**src/rtl/rtmc_step_seq.sv**
```systemverilog
// rtl/rtmc_step_seq.sv - step-move command sequencer with host/sequencer register-bus arbiter
module rtmc_step_seq #(
  parameter int ADDR_W    = 8,
  parameter int DATA_W    = 16,
  parameter int CMD_DEPTH = 4,
  parameter int DLY_W     = 32,
  parameter int CNT_W     = 16
) (
  input  logic              clk,
  input  logic              rst_n,
  input  logic              cmd_valid,
  output logic              cmd_ready,
  input  logic [CNT_W-1:0]  cmd_steps,
  input  logic [DLY_W-1:0]  cmd_delay,
  input  logic [4:0]        cmd_size,
  input  logic [3:0]        cmd_last,
  input  logic              abort,
  output logic              busy,
  output logic              done,
  output logic [CNT_W-1:0]  steps_left,
  input  logic [ADDR_W-1:0] h_addr,
  input  logic [DATA_W-1:0] h_wdat,
  input  logic              h_wr,
  input  logic              h_rd,
  output logic [DATA_W-1:0] h_rdat,
  output logic              h_ack,
  output logic [ADDR_W-1:0] m_addr,
  output logic [DATA_W-1:0] m_wdat,
  output logic              m_wr,
  output logic              m_rd,
  input  logic [DATA_W-1:0] m_rdat,
  input  logic              m_ack
);
  localparam int PTR_W = $clog2(CMD_DEPTH);
  localparam int ENT_W = CNT_W + DLY_W + 9;
  localparam logic [PTR_W:0]    PTR_ONE   = 1;
  localparam logic [CNT_W-1:0]  CNT_ONE   = 1;
  localparam logic [DLY_W-1:0]  DLY_ONE   = 1;
  localparam logic [ADDR_W-1:0] STEP_ADDR = ADDR_W'(2);

  typedef enum logic [2:0] {S_IDLE, S_LOAD, S_STEP, S_WAIT, S_DONE} state_t;
  typedef enum logic [1:0] {OWN_NONE, OWN_HOST, OWN_SEQ} own_t;

  state_t state, state_n;
  own_t   owner, eff_own;

  logic [ENT_W-1:0] fifo_mem [CMD_DEPTH];
  logic [PTR_W:0]   wr_ptr, rd_ptr;
  logic             empty, full, push, pop;
  logic [ENT_W-1:0] head;
  logic [CNT_W-1:0] head_steps;
  logic [DLY_W-1:0] head_delay;
  logic [4:0]       head_size;
  logic [3:0]       head_last;

  logic [CNT_W-1:0]  steps_left_q;
  logic [DLY_W-1:0]  dly_q, cnt_q;
  logic [4:0]        size_q;
  logic [3:0]        last_q;
  logic              abort_pend;
  logic              last_host;
  logic [DATA_W-1:0] h_rdat_q;
  logic [DATA_W-1:0] step_word;
  logic              host_req, seq_req, seq_gnt, seq_ack;

  assign empty      = (wr_ptr == rd_ptr);
  assign full       = (wr_ptr[PTR_W] != rd_ptr[PTR_W]) &&
                      (wr_ptr[PTR_W-1:0] == rd_ptr[PTR_W-1:0]);
  assign cmd_ready  = !full && !abort;
  assign push       = cmd_valid && cmd_ready;
  // A pop can only happen in LOAD, which is entered only with the FIFO non-empty.
  assign pop        = (state == S_LOAD) && !abort;
  assign head       = fifo_mem[rd_ptr[PTR_W-1:0]];
  assign head_steps = head[ENT_W-1 -: CNT_W];
  assign head_delay = head[9 +: DLY_W];
  assign head_size  = head[8:4];
  assign head_last  = head[3:0];

  assign host_req   = h_wr || h_rd;
  assign seq_req    = (state == S_STEP);
  assign seq_gnt    = (eff_own == OWN_SEQ);
  assign seq_ack    = seq_gnt && m_ack;

  assign busy       = !empty || (state != S_IDLE);
  assign done       = (state == S_DONE);
  assign steps_left = steps_left_q;

  // Command storage; entries are not reset, only the pointers are.
  always_ff @(posedge clk) begin
    if (push) fifo_mem[wr_ptr[PTR_W-1:0]] <= {cmd_steps, cmd_delay, cmd_size, cmd_last};
  end

  // FIFO pointers; abort flushes everything queued in the same cycle.
  always_ff @(posedge clk or negedge rst_n) begin
    if (!rst_n) begin
      wr_ptr <= '0;
      rd_ptr <= '0;
    end else if (abort) begin
      wr_ptr <= '0;
      rd_ptr <= '0;
    end else begin
      if (push) wr_ptr <= wr_ptr + PTR_ONE;
      if (pop)  rd_ptr <= rd_ptr + PTR_ONE;
    end
  end

  // Sequencer state register.
  always_ff @(posedge clk or negedge rst_n) begin
    if (!rst_n) state <= S_IDLE;
    else        state <= state_n;
  end

  // Sequencer next state; an abort during a granted write waits for its ack.
  always_comb begin
    state_n = state;
    case (state)
      S_IDLE: if (!empty && !abort) state_n = S_LOAD;
      S_LOAD: begin
        if (abort)                    state_n = S_IDLE;
        else if (head_steps == '0)    state_n = S_DONE;
        else                          state_n = S_STEP;
      end
      S_STEP: begin
        if (seq_ack) begin
          if (abort || abort_pend)         state_n = S_IDLE;
          else if (steps_left_q == CNT_ONE) state_n = S_DONE;
          else                             state_n = S_WAIT;
        end else if (abort && !seq_gnt) begin
          state_n = S_IDLE;
        end
      end
      S_WAIT: begin
        if (abort)             state_n = S_IDLE;
        else if (cnt_q == '0)  state_n = S_STEP;
      end
      S_DONE:  state_n = S_IDLE;
      default: state_n = S_IDLE;
    endcase
  end

  // Step counter, inter-step delay counter and latched command fields.
  always_ff @(posedge clk or negedge rst_n) begin
    if (!rst_n) begin
      steps_left_q <= '0;
      dly_q        <= '0;
      cnt_q        <= '0;
      size_q       <= '0;
      last_q       <= '0;
      abort_pend   <= 1'b0;
    end else begin
      case (state)
        S_IDLE: abort_pend <= 1'b0;
        S_LOAD: begin
          if (abort) begin
            steps_left_q <= '0;
          end else begin
            steps_left_q <= head_steps;
            dly_q        <= head_delay;
            size_q       <= head_size;
            last_q       <= head_last;
          end
        end
        S_STEP: begin
          if (seq_ack) begin
            steps_left_q <= (abort || abort_pend) ? '0 : steps_left_q - CNT_ONE;
            cnt_q        <= dly_q;
          end else if (abort) begin
            if (seq_gnt) abort_pend   <= 1'b1;
            else         steps_left_q <= '0;
          end
        end
        S_WAIT: begin
          if (abort)              steps_left_q <= '0;
          else if (cnt_q != '0)   cnt_q <= cnt_q - DLY_ONE;
        end
        default: ;
      endcase
    end
  end

  // STEP_CTRL write word: bit14 set, table limit in [8:5], signed step size in [4:0].
  always_comb begin
    step_word      = '0;
    step_word[14]  = 1'b1;
    step_word[8:5] = last_q;
    step_word[4:0] = size_q;
  end

  // Effective bus owner: the registered owner keeps the bus while it requests,
  // otherwise a fresh grant is made this cycle so a new request is not delayed.
  always_comb begin
    eff_own = OWN_NONE;
    if (owner == OWN_HOST && host_req)     eff_own = OWN_HOST;
    else if (owner == OWN_SEQ && seq_req)  eff_own = OWN_SEQ;
    else if (host_req && seq_req)          eff_own = last_host ? OWN_SEQ : OWN_HOST;
    else if (host_req)                     eff_own = OWN_HOST;
    else if (seq_req)                      eff_own = OWN_SEQ;
  end

  // Owner register, last-served flag and held host read data.
  always_ff @(posedge clk or negedge rst_n) begin
    if (!rst_n) begin
      owner     <= OWN_NONE;
      last_host <= 1'b0;
      h_rdat_q  <= '0;
    end else begin
      owner <= eff_own;
      if (eff_own == OWN_HOST) last_host <= 1'b1;
      else if (eff_own == OWN_SEQ) last_host <= 1'b0;
      if (eff_own == OWN_HOST && m_ack) h_rdat_q <= m_rdat;
    end
  end

  // Downstream bus mux and host response path.
  always_comb begin
    m_addr = '0;
    m_wdat = '0;
    m_wr   = 1'b0;
    m_rd   = 1'b0;
    h_ack  = 1'b0;
    h_rdat = h_rdat_q;
    case (eff_own)
      OWN_HOST: begin
        m_addr = h_addr;
        m_wdat = h_wdat;
        m_wr   = h_wr;
        m_rd   = h_rd;
        h_ack  = m_ack;
        h_rdat = m_rdat;
      end
      OWN_SEQ: begin
        m_addr = STEP_ADDR;
        m_wdat = step_word;
        m_wr   = 1'b1;
      end
      default: ;
    endcase
  end
endmodule

```
**config.mk**
```make
export PLATFORM = sky130hd
export DESIGN_NAME = rtmc_step_seq
export DESIGN_NICKNAME = d
export VERILOG_FILES = /design/src/rtl/rtmc_step_seq.sv
export SDC_FILE = /design/constraint.sdc
export NUM_CORES = 1
export LEC_CHECK = 0
export CAP_MARGIN = 30
export CORE_MARGIN = 1
export CORE_UTILIZATION = 55
export CTS_CLUSTER_SIZE = 25
export DETAILED_ROUTE_END_ITERATION = 10
export PLACE_DENSITY_LB_ADDON = 0.25
export SYNTH_ARGS = -nofsm -noshare
export SYNTH_HDL_FRONTEND = slang
export SYNTH_SLANG_ARGS = --single-unit
```
**constraint.sdc**
```tcl
create_clock -name clk -period 4.5 [get_ports clk]
set_clock_uncertainty 0.2 [all_clocks]
set_input_delay 0.9 -clock clk [delete_from_list [all_inputs] [get_ports clk]]
set_output_delay 0.9 -clock clk [all_outputs]
set_load 0.03 [all_outputs]
```
==> run summary, run 1 <==
Unique masters post-synth: 70
Post-DP HPWL: 19900 um
Ys Warns: 0
Setup-failing EPs final: 0
Critical Path RT: 3.40 ns
Pre-CTS setup slack: 0.283 ns
CTS clock-pin slew for the worst setup and hold paths: 0.06 ns
Placed inst area: 0.0170 mm^2
Share of cells above drive strength 1: 21.6%
Initial antenna violation count: 0
VDD IR-drop max: 0.256 mV
Number of cells after detailed placement: 1467
Status: completed
GRT Residual Overflow: 0
Crit path time final: 4.23 ns
Mapped Area: 0.0150 mm^2
Final Hold Viols: 0
Maximum capacitance violations: 0
Fin crit share: 94.0%
Min Hold Slack: 0.298 ns
#FFs+latches synth: 346
Worst-Margin Slew: 0.844 ns
Placer congestion estimate: 0.846
Io pins: 166
Global-route wire length before repair: 50300 um
Site row count: 60
Hold_sp: dly_q[5]$_DFFE_PN0P_
Crit Path Class: in -> out
Largest net degree at the start of global routing: 72
Placeable Area: 0.0269 mm^2
DR DRC count: 0
Vias: 9274
CP Capture Type: primary output
WL per Instance: 20.1 um
CP Data Arrival Time: 3.13 ns
CTS buffer count: 35
Fin area: 0.0181 mm^2
Vias per cell: 6.05
Final Non-Filler Cells: 1532
Vias in the first global route: 9297
F_max: 236 MHz
RSZ-0062 raised after global routing: no
First-iteration detailed-routing DRC count: 756
FF-to-FF End: cnt_q[31]$_DFFE_PN0P_
Reg-to-Reg Start: state[1]$_DFFE_PN0P_
CP max FO: 36
Nets: 1280
EDFF count, synth: 228
Post-synthesis cell count: 992
Pwr/cell area: 559 mW/mm^2
Worst Hold Class: reg -> reg
Setup TNS: 0 ns
First drt pass iteration count: 5
Flop-to-flop setup slack: 1.07 ns
Slew headroom: 43.7%
H-tree depth: 2
Antenna cells: 0
Setup repair bufs after CTS: 0
Setup crit start kind: primary input
Critical path launch point: h_rd
Final Slew Violations: 0
Post-synth ARST share: 34.1%
LEAKAGE: 0.00646 uW
DRT Wirelength: 30800 um
Fin worst setup slack: 0.270 ns
Root Driver: clkbuf_16
Clk_lat worst skew: 0.51 ns
Post-synthesis sequential area ratio: 65.4%
Syn Nets: 1107
Area Growth Syn to Fin: 21.1%
Quantity of I/O buffers inserted on ports: 165
Mean post-synth cell area: 15.1 um^2
Die X: 167 um
Max clock buf depth: 3
Global Route Usage Sum: 22.7%
Routed Antenna Nets: 0
TritonCTS clock tree: built
Top FF cell, synth: edfxtp_1
Cell depth of the worst flop-to-flop path: 9
Critical path destination: h_rdat[14]
Die ar.: 0.0279 mm^2
TritonCTS Sinks: 346
Initial cell density of the core: 55.8%
Die Ht: 167 um
## power breakdown
group | internal, uW | total [uW] | switching, uW
clock | 1660 | 2820 | 1160
combinational | 1410 | 2950 | 1540
sequential | 3930 | 4380 | 447
total | 7000 | 10100 | 3150
## metrics by stage
step	utilization [%]	total power (uW)
2_1_floorplan	-	6440
3_3_place_gp	63.1	7300
3_5_place_dp	63.2	7380
4_1_cts	67.4	10200
5_1_grt	67.5	10600
6_report	67.5	10100
## worst min-delay path by stage
stage	to	slack (ns)	depth (start not counted)
finish	dly_q[5]$_DFFE_PN0P_	0.30	1
global route	h_rdat_q[11]$_DFFE_PN0P_	0.32	1
CTS	dly_q[5]$_DFFE_PN0P_	0.30	1
detailed placement	dly_q[5]$_DFFE_PN0P_	0.29	1
global placement	dly_q[20]$_DFFE_PN0P_	0.28	1
floorplan	dly_q[5]$_DFFE_PN0P_	0.27	1
## area by class of cell
cell class | instances | area [um^2]
sequential | 346 | 9800
fill | 1867 | 8730
tap | 341 | 427
multi-input combinational | 569 | 4860
inverter | 16 | 60.1
timing repair buffer | 197 | 1870
clock buffer | 45 | 986
clock inverter | 18 | 140
## critical path, cell delays in order
cell and delay (ns):
clkdlybuf4s50_1 0.48, nor2_1 0.07, o21ai_0 0.24, ha_1 0.28
buf_12 0.21, mux2_2 0.36, clkdlybuf4s50_1 0.60
## state kept, by name, summed over array words and instances (netlist names)
name / count
fifo_mem: 228
cnt_q: 32
dly_q: 32
h_rdat_q: 16
steps_left: 16
size_q: 5
last_q: 4
rd_ptr: 3
state: 3
wr_ptr: 3
owner: 2
abort_pend: 1
last_host: 1
## layout by cell type, fill, tap and decap left out, types with 17 or more instances in the layout
cell type	instances
buf_4	56
nor2_1	48
o21ai_0	35
clkdlybuf4s50_1	137
and2_1	17
nand3_1	22
edfxtp_1	228
nor3_1	30
a21oi_1	37
mux2_2	76
nand2_1	42
mux4_2	51
clkbuf_16	37
a22oi_1	17
dfrtp_1	116
nor4_1	20
## synth_stat cells, types with 3 or more instances
library cell	instances	area, um^2
a211oi_1	3	22.5
a21oi_1	37	185
a22o_1	3	26.3
a22oi_1	17	128
a2bb2oi_1	5	43.8
a31oi_1	11	68.8
and2_1	17	106
and3_1	13	81.3
buf_1	7	26.3
buf_2	5	25.0
buf_4	6	45.0
clkbuf_1	40	150
dfrtp_1	118	2950
edfxtp_1	228	6850
ha_1	11	138
inv_1	16	60.1
mux2_2	76	856
mux4_1	6	158
mux4_2	51	1150
nand2_1	42	158
nand3_1	22	110
nand3b_1	3	22.5
nand4_1	7	43.8
nand4b_1	4	35.0
nor2_1	48	180
nor2b_1	5	31.3
nor3_1	31	155
nor3b_1	5	37.5
nor4_1	20	125
nor4b_1	3	26.3
o211ai_1	8	60.1
o21ai_0	35	175
o22ai_1	10	62.6
o311ai_0	11	96.3
or3_1	11	68.8
or4_1	7	52.6
xnor2_1	3	26.3
xor2_1	3	26.3
## logic make-up after synthesis
kind of cell	count (synthesis)	synth area share, %
mux	133	14.4
simple gates	252	9.08
buf+inv	77	2.33
fa+ha+maj	11	0.918
xor+xnor	6	0.351
flops	346	65.4
compound gates	167	7.52
## layer usage
metal	up-vias	GRT usage, %	wire (um)
met5	-	0	0
met4	0	5.35	452
met3	42	3.97	1720
met2	289	38.5	15700
met1	4665	30.8	13000
li1	4278	-	-
## what timing repair did
action | in CTS | in global routing
endpoints found under the hold margin | 0 | 4
resized for setup | 0 | 1
hold buffers | 0 | 1
endpoints found under the setup margin | 0 | 16
Note: power is estimated with default switching activity, not from simulation.
==> run 2: changes to the inputs <==
Settings changed: CAP_MARGIN 30 to 25.
==> run 2 against run 1 <==
Worst hold slack lost 0.0015 ns. Flip-flop and latch count did not move. Sequential power about the same. Global-route usage decreased by 0.12 points. Count of clock-buffer cells in the layout rose by 3. Combinational power barely moved. Register-to-register slack gained 0.02 ns. First-iteration DRC count shrank 5.4%. Via count up 0.22%.
==> run summary, run 2 (synthesized netlist as in run 1, its figures left out) <==
CP max FO: 36 (unchanged)
CTS clock-pin slew for the worst setup and hold paths: 0.06 ns (about the same)
Die Ht: 167 um (unchanged)
Root Driver: clkbuf_16 (unchanged)
Final Slew Violations: 0 (unchanged)
Routed Antenna Nets: 0 (unchanged)
GRT Residual Overflow: 0 (unchanged)
Worst-Margin Slew: 1.04 ns (was 0.844 ns)
Met2 usage: 38.4% (was 38.5%)
TritonCTS clock tree: built (unchanged)
WL per Instance: 20.1 um (about the same)
First drt pass iteration count: 5 (unchanged)
Global-route wire length before repair: 49900 um (was 50300 um)
Vias in the first global route: 9207 (was 9297)
RSZ-0062 raised after global routing: no (unchanged)
Maximum capacitance violations: 0 (unchanged)
Vias per cell: 6.08 (was 6.05)
Placer congestion estimate: 0.846 (unchanged)
Setup-failing EPs final: 0 (unchanged)
Quantity of I/O buffers inserted on ports: 165 (unchanged)
Pwr/cell area: 560 mW/mm^2 (was 559 mW/mm^2)
Fin area: 0.0181 mm^2 (about the same)
DRT Wirelength: 30700 um (was 30800 um)
Placeable Area: 0.0269 mm^2 (unchanged)
CP Data Arrival Time: 3.14 ns (was 3.13 ns)
Largest register FFs: 228 (unchanged)
Initial antenna violation count: 0 (unchanged)
Clk_lat worst skew: 0.51 ns (about the same)
Nets: 1277 (was 1280)
Die X: 167 um (unchanged)
H-tree depth: 2 (unchanged)
Crit path time final: 4.24 ns (was 4.23 ns)
Worst Hold Class: reg -> reg (unchanged)
Fin crit share: 94.3% (was 94.0%)
TritonCTS Sinks: 346 (unchanged)
VDD IR-drop max: 0.293 mV (was 0.256 mV)
Global Route Usage Sum: 22.6% (was 22.7%)
First-iteration detailed-routing DRC count: 715 (was 756)
CTS buffer count: 35 (unchanged)
M1 GR Usage: 30.5% (was 30.8%)
Crit Path Class: in -> out (unchanged)
Vias: 9294 (was 9274)
Initial cell density of the core: 55.8% (unchanged)
Most frequent cells in the layout: edfxtp_1 (228), clkdlybuf4s50_1 (137), dfrtp_1 (116) (unchanged)
Largest net degree at the start of global routing: 72 (unchanged)
DR DRC count: 0 (unchanged)
Post-DP HPWL: 19900 um (about the same)
M3 GR Usage: 4.02% (was 3.97%)
Share of cells above drive strength 1: 21.2% (was 21.6%)
Antenna cells: 0 (unchanged)
Site row count: 60 (unchanged)
CTS Hold Buffers Added: 0 (unchanged)
Setup crit start kind: primary input (unchanged)
Io pins: 166 (unchanged)
Placed inst area: 0.0170 mm^2 (about the same)
Most common cell after layout, fill and taps aside: edfxtp_1 (unchanged)
Slew headroom: 30.4% (was 43.7%)
Die ar.: 0.0279 mm^2 (unchanged)
Final Hold Viols: 0 (unchanged)
Status: completed (unchanged)
F_max: 236 MHz (about the same)
Area Growth Syn to Fin: 20.7% (was 21.1%)
CP Capture Type: primary output (unchanged)
Critical Path RT: 3.40 ns (about the same)
Layer with the highest usage: met2 (unchanged)
Max clock buf depth: 3 (unchanged)
LEAKAGE: 0.00643 uW (was 0.00646 uW)
Setup TNS: 0 ns (unchanged)
[run 2: cell types whose count changed in the layout (fill, tap and decap cells not counted)]
cell           delta
clkbuf_1          +3
dlygate4sd3_1     -1
clkinv_2          -3
buf_16            -1
buf_4             -1
[run 2: final timing paths]
kind	from	endpoint	slack, ns	cells after the start
max	h_rd	h_rdat[14]	0.26	7
min	dly_q[5]$_DFFE_PN0P_	dly_q[5]$_DFFE_PN0P_	0.30	1
max reg2reg	state[1]$_DFFE_PN0P_	cnt_q[31]$_DFFE_PN0P_	1.09	9
min reg2reg	dly_q[5]$_DFFE_PN0P_	dly_q[5]$_DFFE_PN0P_	0.30	1
max in group asynchronous	rst_n	dly_q[4]$_DFFE_PN0P_	2.91	2
min in group asynchronous	rst_n	steps_left[9]$_DFFE_PN0P_	0.32	1
[run 2: critical path: stages]
cell             delay, ns
clkdlybuf4s50_1       0.48
nor2_1                0.07
o21ai_0               0.26
ha_1                  0.28
buf_12                0.20
mux2_2                0.36
clkdlybuf4s50_1       0.60
[run 2: what timing repair did]
item,4_1_cts,5_1_grt
resized for setup,0,1
buffers inserted,0,0
hold endpoints to repair,0,0
endpoints found under the setup margin,0,16
[run 2: final cells by class]
cell class	instances	area, um^2
inverters	16	60.1
fillers	1877	8780
multi-input cells	569	4860
repair buffers	194	1820
clock buffers	48	997
well taps	341	427
flip-flops and latches	346	9800
clock inverters	15	125
[run 2: routing by layer]
layer  share of wire [%]  up-vias
li1                    -     4265
met1                  42     4661
met2                  50      324
met3                 6.0       44
met4                 1.5        0
met5                   0        -
[run 2: through the flow]
stage | cells | hold slack (ns) | setup slack [ns] | utilization, % | total power [uW]
after CTS | 1529 | 0.303 | 0.169 | 67.3 | 10200
final | 1529 | 0.297 | 0.258 | 67.3 | 10100
after detailed placement | 1466 | 0.290 | 0.288 | 63.1 | 7380
after floorplan | 992 | 0.272 | 0.611 | - | 6440
after global routing | 1529 | 0.321 | 0.132 | 67.3 | 10700
after global placement | 1466 | 0.282 | 0.354 | 63.1 | 7300
[run 2: power breakdown]
| part | leakage, uW | total [uW] | internal [uW] | switching, uW |
|---|---|---|---|---|
| clock | 0.000549 | 2820 | 1670 | 1150 |
| combinational | 0.00239 | 2940 | 1400 | 1540 |
| sequential | 0.00350 | 4380 | 3930 | 446 |
| total | 0.00643 | 10100 | 7000 | 3130 |
